### src/rtl/i281_pkg.sv
// Shared constants, FSM encoding and the nibble-to-ASCII helper for the
// i281 DMEM dump block.
package i281_pkg;

  localparam int DEFAULT_CLKS_PER_BIT = 434;

  localparam logic [7:0] ASCII_SPACE = 8'h20;
  localparam logic [7:0] ASCII_CR    = 8'h0D;
  localparam logic [7:0] ASCII_LF    = 8'h0A;
  localparam logic [7:0] ASCII_0     = 8'h30;
  localparam logic [7:0] ASCII_A     = 8'h41;

  typedef enum logic [3:0] {
    ST_IDLE     = 4'd0,
    ST_READ     = 4'd1,
    ST_CAPTURE  = 4'd2,
    ST_SEND_HI  = 4'd3,
    ST_SEND_LO  = 4'd4,
    ST_SEND_SEP = 4'd5,
    ST_SEND_CR  = 4'd6,
    ST_SEND_LF  = 4'd7,
    ST_FINISH   = 4'd8
  } dump_state_t;

  // Uppercase hex digit for one nibble.
  function automatic logic [7:0] hex_char(input logic [3:0] n);
    if (n < 4'd10) hex_char = ASCII_0 + {4'h0, n};
    else           hex_char = ASCII_A + {4'h0, n - 4'd10};
  endfunction

endpackage

### src/rtl/i281_uart_tx.sv
// UART 8N1 transmitter: start bit, 8 data bits LSB first, stop bit,
// each held for CLKS_PER_BIT clocks.
module i281_uart_tx #(
  parameter int CLKS_PER_BIT = 434
) (
  input  logic       Clock,
  input  logic       Reset,
  input  logic       tx_start,
  input  logic [7:0] tx_byte,
  output logic       tx_busy,
  output logic       tx_done,
  output logic       Tx
);

  localparam int CNT_W = $clog2(CLKS_PER_BIT + 1);
  localparam logic [CNT_W-1:0] LAST_TICK = CNT_W'(CLKS_PER_BIT - 1);

  logic [CNT_W-1:0] baud_cnt;
  logic [3:0]       bit_cnt;
  logic [7:0]       shreg;
  logic             busy_q;
  logic             tx_q;

  // Handshake: tx_start is taken only when tx_busy=0; tx_busy rises on the
  // accepting edge. tx_done is high during the final stop-bit cycle, so a
  // caller that starts the next byte on the following cycle leaves exactly
  // one idle-high cycle between frames.
  always_ff @(posedge Clock) begin
    if (Reset) begin
      baud_cnt <= '0;
      bit_cnt  <= '0;
      shreg    <= '0;
      busy_q   <= 1'b0;
      tx_q     <= 1'b1;
    end else if (!busy_q) begin
      if (tx_start) begin
        busy_q   <= 1'b1;
        tx_q     <= 1'b0;
        shreg    <= tx_byte;
        baud_cnt <= '0;
        bit_cnt  <= '0;
      end
    end else if (baud_cnt == LAST_TICK) begin
      baud_cnt <= '0;
      if (bit_cnt == 4'd9) begin
        busy_q  <= 1'b0;
        tx_q    <= 1'b1;
        bit_cnt <= '0;
      end else begin
        bit_cnt <= bit_cnt + 4'd1;
        if (bit_cnt == 4'd8) begin
          tx_q <= 1'b1;
        end else begin
          tx_q  <= shreg[0];
          shreg <= shreg >> 1;
        end
      end
    end else begin
      baud_cnt <= baud_cnt + 1'b1;
    end
  end

  assign tx_busy = busy_q;
  assign tx_done = busy_q && (bit_cnt == 4'd9) && (baud_cnt == LAST_TICK);
  assign Tx      = tx_q;

endmodule

### src/rtl/i281_dmem_dump_uart.sv
// Reads every DMEM word on request and streams it as "HH " text followed by
// CR LF over a UART transmitter.
module i281_dmem_dump_uart
  import i281_pkg::*;
#(
  parameter int CLKS_PER_BIT = DEFAULT_CLKS_PER_BIT,
  parameter int DMEM_DEPTH   = 16,
  parameter int ADDR_W       = 4,
  parameter int DATA_W       = 8
) (
  input  logic              Clock,
  input  logic              Reset,
  input  logic              Dump_Start,
  output logic              Dmem_Rd_En,
  output logic [ADDR_W-1:0] Dmem_Addr,
  input  logic [DATA_W-1:0] Dmem_Data,
  output logic              Tx,
  output logic              Busy,
  output logic              Done,
  output logic [3:0]        dbg_state
);

  localparam logic [ADDR_W-1:0] LAST_ADDR = ADDR_W'(DMEM_DEPTH - 1);

  dump_state_t       state_q, state_d;
  logic [ADDR_W-1:0] addr_q;
  logic [7:0]        word_q;
  logic              addr_clr, addr_inc, word_ld;
  logic              tx_start, tx_busy, tx_done;
  logic [7:0]        tx_byte;

  always_ff @(posedge Clock) begin
    if (Reset) begin
      state_q <= ST_IDLE;
      addr_q  <= '0;
      word_q  <= '0;
    end else begin
      state_q <= state_d;
      if (addr_clr)      addr_q <= '0;
      else if (addr_inc) addr_q <= addr_q + 1'b1;
      if (word_ld) word_q <= Dmem_Data;
    end
  end

  // Send states offer their byte whenever the UART is free; since tx_done
  // coincides with tx_busy=1, each send state launches exactly one frame.
  always_comb begin
    state_d  = state_q;
    addr_clr = 1'b0;
    addr_inc = 1'b0;
    word_ld  = 1'b0;
    tx_start = 1'b0;
    tx_byte  = ASCII_SPACE;
    case (state_q)
      ST_IDLE: begin
        if (Dump_Start) begin
          addr_clr = 1'b1;
          state_d  = ST_READ;
        end
      end
      ST_READ:    state_d = ST_CAPTURE;
      ST_CAPTURE: begin
        word_ld = 1'b1;
        state_d = ST_SEND_HI;
      end
      ST_SEND_HI: begin
        tx_byte  = hex_char(word_q[7:4]);
        tx_start = !tx_busy;
        if (tx_done) state_d = ST_SEND_LO;
      end
      ST_SEND_LO: begin
        tx_byte  = hex_char(word_q[3:0]);
        tx_start = !tx_busy;
        if (tx_done) state_d = ST_SEND_SEP;
      end
      ST_SEND_SEP: begin
        tx_byte  = ASCII_SPACE;
        tx_start = !tx_busy;
        if (tx_done) begin
          if (addr_q == LAST_ADDR) begin
            state_d = ST_SEND_CR;
          end else begin
            addr_inc = 1'b1;
            state_d  = ST_READ;
          end
        end
      end
      ST_SEND_CR: begin
        tx_byte  = ASCII_CR;
        tx_start = !tx_busy;
        if (tx_done) state_d = ST_SEND_LF;
      end
      ST_SEND_LF: begin
        tx_byte  = ASCII_LF;
        tx_start = !tx_busy;
        if (tx_done) state_d = ST_FINISH;
      end
      ST_FINISH: state_d = ST_IDLE;
      default:   state_d = ST_IDLE;
    endcase
  end

  i281_uart_tx #(.CLKS_PER_BIT(CLKS_PER_BIT)) u_uart_tx (
    .Clock   (Clock),
    .Reset   (Reset),
    .tx_start(tx_start),
    .tx_byte (tx_byte),
    .tx_busy (tx_busy),
    .tx_done (tx_done),
    .Tx      (Tx)
  );

  assign Dmem_Rd_En = (state_q == ST_READ);
  assign Dmem_Addr  = addr_q;
  assign Busy       = (state_q != ST_IDLE) && (state_q != ST_FINISH);
  assign Done       = (state_q == ST_FINISH);
  assign dbg_state  = state_q;

endmodule

### config.mk
export PLATFORM = sky130hd
export DESIGN_NAME = i281_dmem_dump_uart
export DESIGN_NICKNAME = d
export VERILOG_FILES = /design/src/rtl/i281_pkg.sv /design/src/rtl/i281_uart_tx.sv /design/src/rtl/i281_dmem_dump_uart.sv
export SDC_FILE = /design/constraint.sdc
export NUM_CORES = 1
export LEC_CHECK = 0
export CORE_MARGIN = 8
export CORE_UTILIZATION = 40
export CTS_BUF_LIST = sky130_fd_sc_hd__clkbuf_8 sky130_fd_sc_hd__clkbuf_16
export CTS_CLUSTER_DIAMETER = 120
export DETAILED_ROUTE_END_ITERATION = 6
export GPL_ROUTABILITY_DRIVEN = 0
export HOLD_SLACK_MARGIN = 0.08
export PLACE_DENSITY = 0.73
export SYNTH_ARGS = -nofsm -noshare
export SYNTH_HDL_FRONTEND = slang
export SYNTH_SLANG_ARGS = --single-unit
### constraint.sdc
create_clock -name Clock -period 1.7 [get_ports Clock]
set_input_delay 0.17 -clock Clock [delete_from_list [all_inputs] [get_ports Clock]]
set_output_delay 0.17 -clock Clock [all_outputs]
set_load 0.03 [all_outputs]
==> After elaboration in Yosys (flattened, before gate mapping) <==
Cells that the tools add are included.
{ "classes": {"n_eq_ne": 22, "addsub": 9, "order_cmp": 2, "reduce_logical": 12, "mux": 39} }
{ "ops": {"columns": ["cell", "count"], "rows": [
  ["8-bit 2-to-1 mux", 7],
  ["4-bit 2-to-1 mux", 10],
  ["4-bit case mux with 8 select lines", 1],
  ["8-bit case mux with 4 select lines", 1],
  ["9-bit 2-to-1 mux", 3],
  ["2-bit inequality test, second input constant", 9],
  ["7-bit by 4-bit adder with 8-bit output, first input constant", 2],
  ["4-bit by 3-bit == test with 1-bit output, second input constant", 4],
  ["4-bit == test, second input constant", 4],
  ["1-bit 2-to-1 mux", 16],
  ["6-bit by 4-bit adder with 7-bit output, first input constant", 2],
  ["9-bit by 1-bit adder with 9-bit output, second input constant", 1],
  ["9-bit == test, second input constant", 1],
  ["4-bit by 1-bit adder with 4-bit output, second input constant", 2],
  ["4-bit by 2-bit == test with 1-bit output, second input constant", 2],
  ["4-bit < comparator, second input constant", 2],
  ["4-bit subtractor, second input constant", 2],
  ["6-bit AND reduction", 1],
  ["5-bit OR reduction", 1],
  ["4-bit by 1-bit == test with 1-bit output, second input constant", 1],
  ["4-bit zero test", 1],
  ["4-bit inequality test, second input constant", 1],
  ["4-bit AND reduction", 1],
  ["4-bit nonzero test", 1],
  ["other kinds (6)", 8]
]} }
{ "totals": {"wordCells": 92, "ff_bits": 39, "out_inout_bits": 12} }

==> Logic depth before layout (Yosys ltp) <==
Gate-level depths: netlist (run 1).
{ "logic_depth": {"ltp_word": 6, "ltp_mapped": 8, "mapped_depth_nobuf": 6} }

==> Cells and area by module <==
A second synthesis (run 1) with hierarchy kept.
{ "unflattened": {"hier_cells": 303, "hier_area_um2": 2486.1} }
{ "modules_own_cells": {"columns": ["mod", "area_per_inst_um2", "instances", "cells_per_inst"], "rows": [
  ["i281_uart_tx", 1276.2, 1, 145],
  ["i281_dmem_dump_uart", 1209.9, 1, 158]
]} }

==> Worst setup path after synthesis (run 1) <==
No wires, ideal clock.
{ "synth_path": {"kind": "reg2out", "from": "register state_q[0], in the netlist dbg_state[0]", "to": "output Dmem_Rd_En", "path_buffers": 1, "required_time_ns": 1.530, "path_stages_with_launch": 4, "t_arrival_ns": 1.987, "slack_ns": -0.457, "path_cell_list": "dfxtp_1 buf_2 inv_1 nor4_1"} }
{ "synth_between": {"elab_chain_len": 1} }
{ "synth_rtl": {"columns": ["item", "line_no", "source"], "rows": [
  ["start, declared", "i281_dmem_dump_uart.sv:25", "dump_state_t state_q, state_d;"],
  ["start signal, assigned", "i281_dmem_dump_uart.sv:38", "state_q <= state_d;"],
  ["4-bit by 1-bit == test with 1-bit output", "i281_dmem_dump_uart.sv:113", "assign Dmem_Rd_En = (state_q == ST_READ);"],
  ["end, declared", "i281_dmem_dump_uart.sv:14", "output logic Dmem_Rd_En,"]
]} }
No other way between the ends.

==> Worst setup path after layout (run 1) <==
{ "layout_path": {"from": "register u_uart_tx.baud_cnt[1]", "to": "register state_q[2], in the netlist dbg_state[2]"} }
{ "layout_between": {"elab_chain_len": 4, "word_cells_on_any_way": 8} }
{ "layout_rtl": {"columns": ["item", "line_no", "source"], "rows": [
  ["start, declared", "i281_uart_tx.sv:18", "logic [CNT_W-1:0] baud_cnt;"],
  ["start signal, assigned", "i281_uart_tx.sv:59", "baud_cnt <= baud_cnt + 1'b1;"],
  ["9-bit == test *", "i281_uart_tx.sv:64", "assign tx_done = busy_q && (bit_cnt == 4'd9) && (baud_cnt == LAST_TICK);"],
  ["1-bit logical AND *", "i281_uart_tx.sv:64", null],
  ["2-bit inequality test (no source line)", null, null],
  ["6-bit AND reduction (no source line) *", null, null]
]} }
Every way passes the cells marked *; elsewhere a longest branch is shown, timed or not.
A chain may end at the register's enable or synchronous reset.

==> results of run 1 <==
cell type report:
cell class	instances	area (sq um)
inverters	15	63.81
clock buffers	5	68.82
fillers	530	2606
well taps	75	93.84
multi-input cells	216	1617
repair buffers	64	555.5
clock inverters	3	63.81
flip-flops and latches	38	782.0
cells in the final DEF (no fill, tap or decap), types with 3 or more instances in the layout:
cell type / count
nand3_1: 5
a311oi_1: 6
o31ai_1: 4
clkbuf_8: 5
o21ai_0: 13
a21oi_1: 24
nor2_1: 7
dfxtp_4: 4
a21bo_2: 3
nand2b_1: 7
buf_6: 4
nand4_1: 11
ha_1: 7
a211oi_2: 3
nor3_1: 9
mux2i_1: 3
clkdlybuf4s50_1: 16
dfxtp_1: 29
nor2b_1: 4
nand3b_1: 4
inv_1: 11
and4_1: 3
nand2_1: 26
buf_4: 40
dfxtp_2: 5
through the flow:
step	setup WS, ns	util	TNS (ns)
2_1_floorplan	0.004034	-	0
3_3_place_gp	-0.01047	0.5092	-0.01047
3_5_place_dp	-0.04340	0.5092	-0.1603
4_1_cts	-0.01476	0.5346	-0.01476
5_1_grt	-0.08426	0.5545	-0.4023
6_report	0.003379	0.5545	0
where the power goes:
group,switching (mW),internal (mW),leakage [nW]
Combinational,0.243,0.204,0.826
Sequential,0.0421,0.917,0.313
Clock,0.348,0.581,0.0658
Total,0.633,1.70,1.20
what timing repair did:
item,CTS,global route
setup endpoints to repair,14,25
cloned,0,0
resized for setup,9,28
buffers inserted,0,2
pin swaps,2,10
final timing paths:
check	start	endpoint	slack [ns]	depth (start not counted)
max	u_uart_tx.baud_cnt[1]	dbg_state[2]	0.003	6
min	Dmem_Data[2]	word_q[2]	0.42	3
max reg2reg	u_uart_tx.baud_cnt[1]	dbg_state[2]	0.003	6
min reg2reg	word_q[1]	word_q[1]	0.49	2
cell usage after synthesis (7+ instances only):
cell type and count:
nor2_1 8, ha_1 9, a311oi_1 8, o21ai_0 15, nor3_1 10, a21oi_1 25
inv_1 14, clkbuf_1 8, nand2_1 27, nand4_1 11, nand2b_1 7, nand3_1 7
dfxtp_1 38
per-layer routing:
layer | global-route usage | up-vias | routed length [um]
li1 | - | 1203 | -
met1 | 0.1760 | 1150 | 3024
met2 | 0.2474 | 42 | 3156
met3 | 0.02644 | 8 | 214
met4 | 0.03758 | 0 | 70
met5 | 0 | - | 0
sequential cells by signal (all words and copies together), names as in the netlist:
name                cells
u_uart_tx.bit_cnt       4
Dmem_Addr               4
word_q                  8
dbg_state               4
u_uart_tx.baud_cnt      9
u_uart_tx.shreg         7
u_uart_tx.tx_busy       1
u_uart_tx.Tx            1
cell families (layout without fill, tap and decap cells):
kind of cell             Yosys count  count (layout)  synth area share
AND/OR/NAND/NOR                  107             107            0.2744
adder cells (fa/ha/maj)            9               9           0.04705
flip-flops                        38              38            0.3178
XOR/XNOR                           4               4           0.01464
buffers and inverters             31              87           0.05854
AO/OA/AOI/OAI                     93              93            0.2750
multiplexers                       3               3           0.01255
critical path, stage by stage (launching register included):
cell	delay [ns]
dfxtp_2	0.33
inv_2	0.06
ha_4	0.11
and4b_2	0.30
nand4_4	0.14
a2111oi_1	0.53
a2111oi_2	0.10
==> qor.yml, run 1 <==
sta:
  tightestPinTransition_ns: 0.5035
  relSlewSlack: 0.6618
  hold_viol: 0
  whs_ns: 0.4232
  period_needed_ns: 1.697
  setup_violations: 0
  rsz0062_at_grt: "true"
  finalCritPeriodShare: 0.9980
  clock_skew_ns: 0.008181
  fmax_ghz: 0.5894
  drv_slew: 0
floorplanning:
  die_h_um: 93.36
  dieArea_sq_um: 8715
  start_util: 0.4091
  core_sq_um: 5851
  die_w_um: 93.36
  ios: 23
  num_rows: 28
clocking:
  clk_pin_slew_ns: 0.09
  cts_tree: "yes"
  htreeDepth: 2
  ctsHoldBuffers: 0
  worstSkewPairLatency_ns: 0.29
  cts_buffer_depth: 2
  cts.sink_count: 38
  numCtsBuffers: 5
  cts_root_buffer: "clkbuf_8"
global_routing:
  grt_pass1_wl_um: 10410
  grt_pass1_vias: 2274
  antenna_found_initial: 0
  grt_max_degree: 20
  grt_usage: 0.1429
  grt.overflow.total: 0
synth:
  ys_ff_latch: 38
  async_reset_ff_frac: 0
  avgSynthCellArea_sq_um: 8.398
  synth.cell_area_sq_um: 2394
  yosysWarnings: 0
  synth_fp_nets: 305
  synthFlopType: "dfxtp_1"
  synth_top_area_share: 0.3178
  synthTopCellsByArea: "dfxtp_1, a21oi_1, ha_1, nand2_1, o21ai_0"
  synth_edf_count: 0
  yosys.area.top_type: "dfxtp_1"
  synth_cells: 285
  yosysUniqueCellTypes: 72
  seq_area_frac_synth: 0.3178
drt:
  drtPass1Iterations: 4
  drcViolationCount: 0
  final_antenna_net_count: 0
  vias_per_cell: 5.776
  wl_per_cell_um: 15.54
  drt_iter0_markers: 123
  totalWireLength_um: 6465
  vias: 2403
placement:
  dpl.hpwl_um: 4553
  placed_area_sq_um: 2979
  portBuffers: 22
  dp.cells: 406
job:
  drv_cap: 0
worst_setup_path:
  endpoint_kind: "register"
  path_class: "register to register"
  cp.required_ns: 1.86
  cp.arrival_ns: 1.86
  critPathLaunchType: "register"
  path_max_fanout: 5
status:
  status: "finished clean"
finish:
  stdcell_area_sq_um: 3244
  diodes: 0
  final_cells: 416
  layout.nets: 360
  synthToLayoutAreaGrowth_pct: 35.55
  drive_gt1_frac: 0.3021
worst_hold_path:
  min_path_type: "primary input to register"
power_and_ir_drop:
  peakVddDrop_mv: 0.3742
  p_per_area_nw_per_um2: 720.0
  finalPower_mw: 2.336
  leakagePower_nw: 1.205
(Power assumes the default switching activity.)
==> run 2, diff against run 1 <==
HOLD_SLACK_MARGIN = 0.12   (was 0.08)
==> results of run 2 <==
The final DEF is identical to that of run 1; final timing and power are the same.
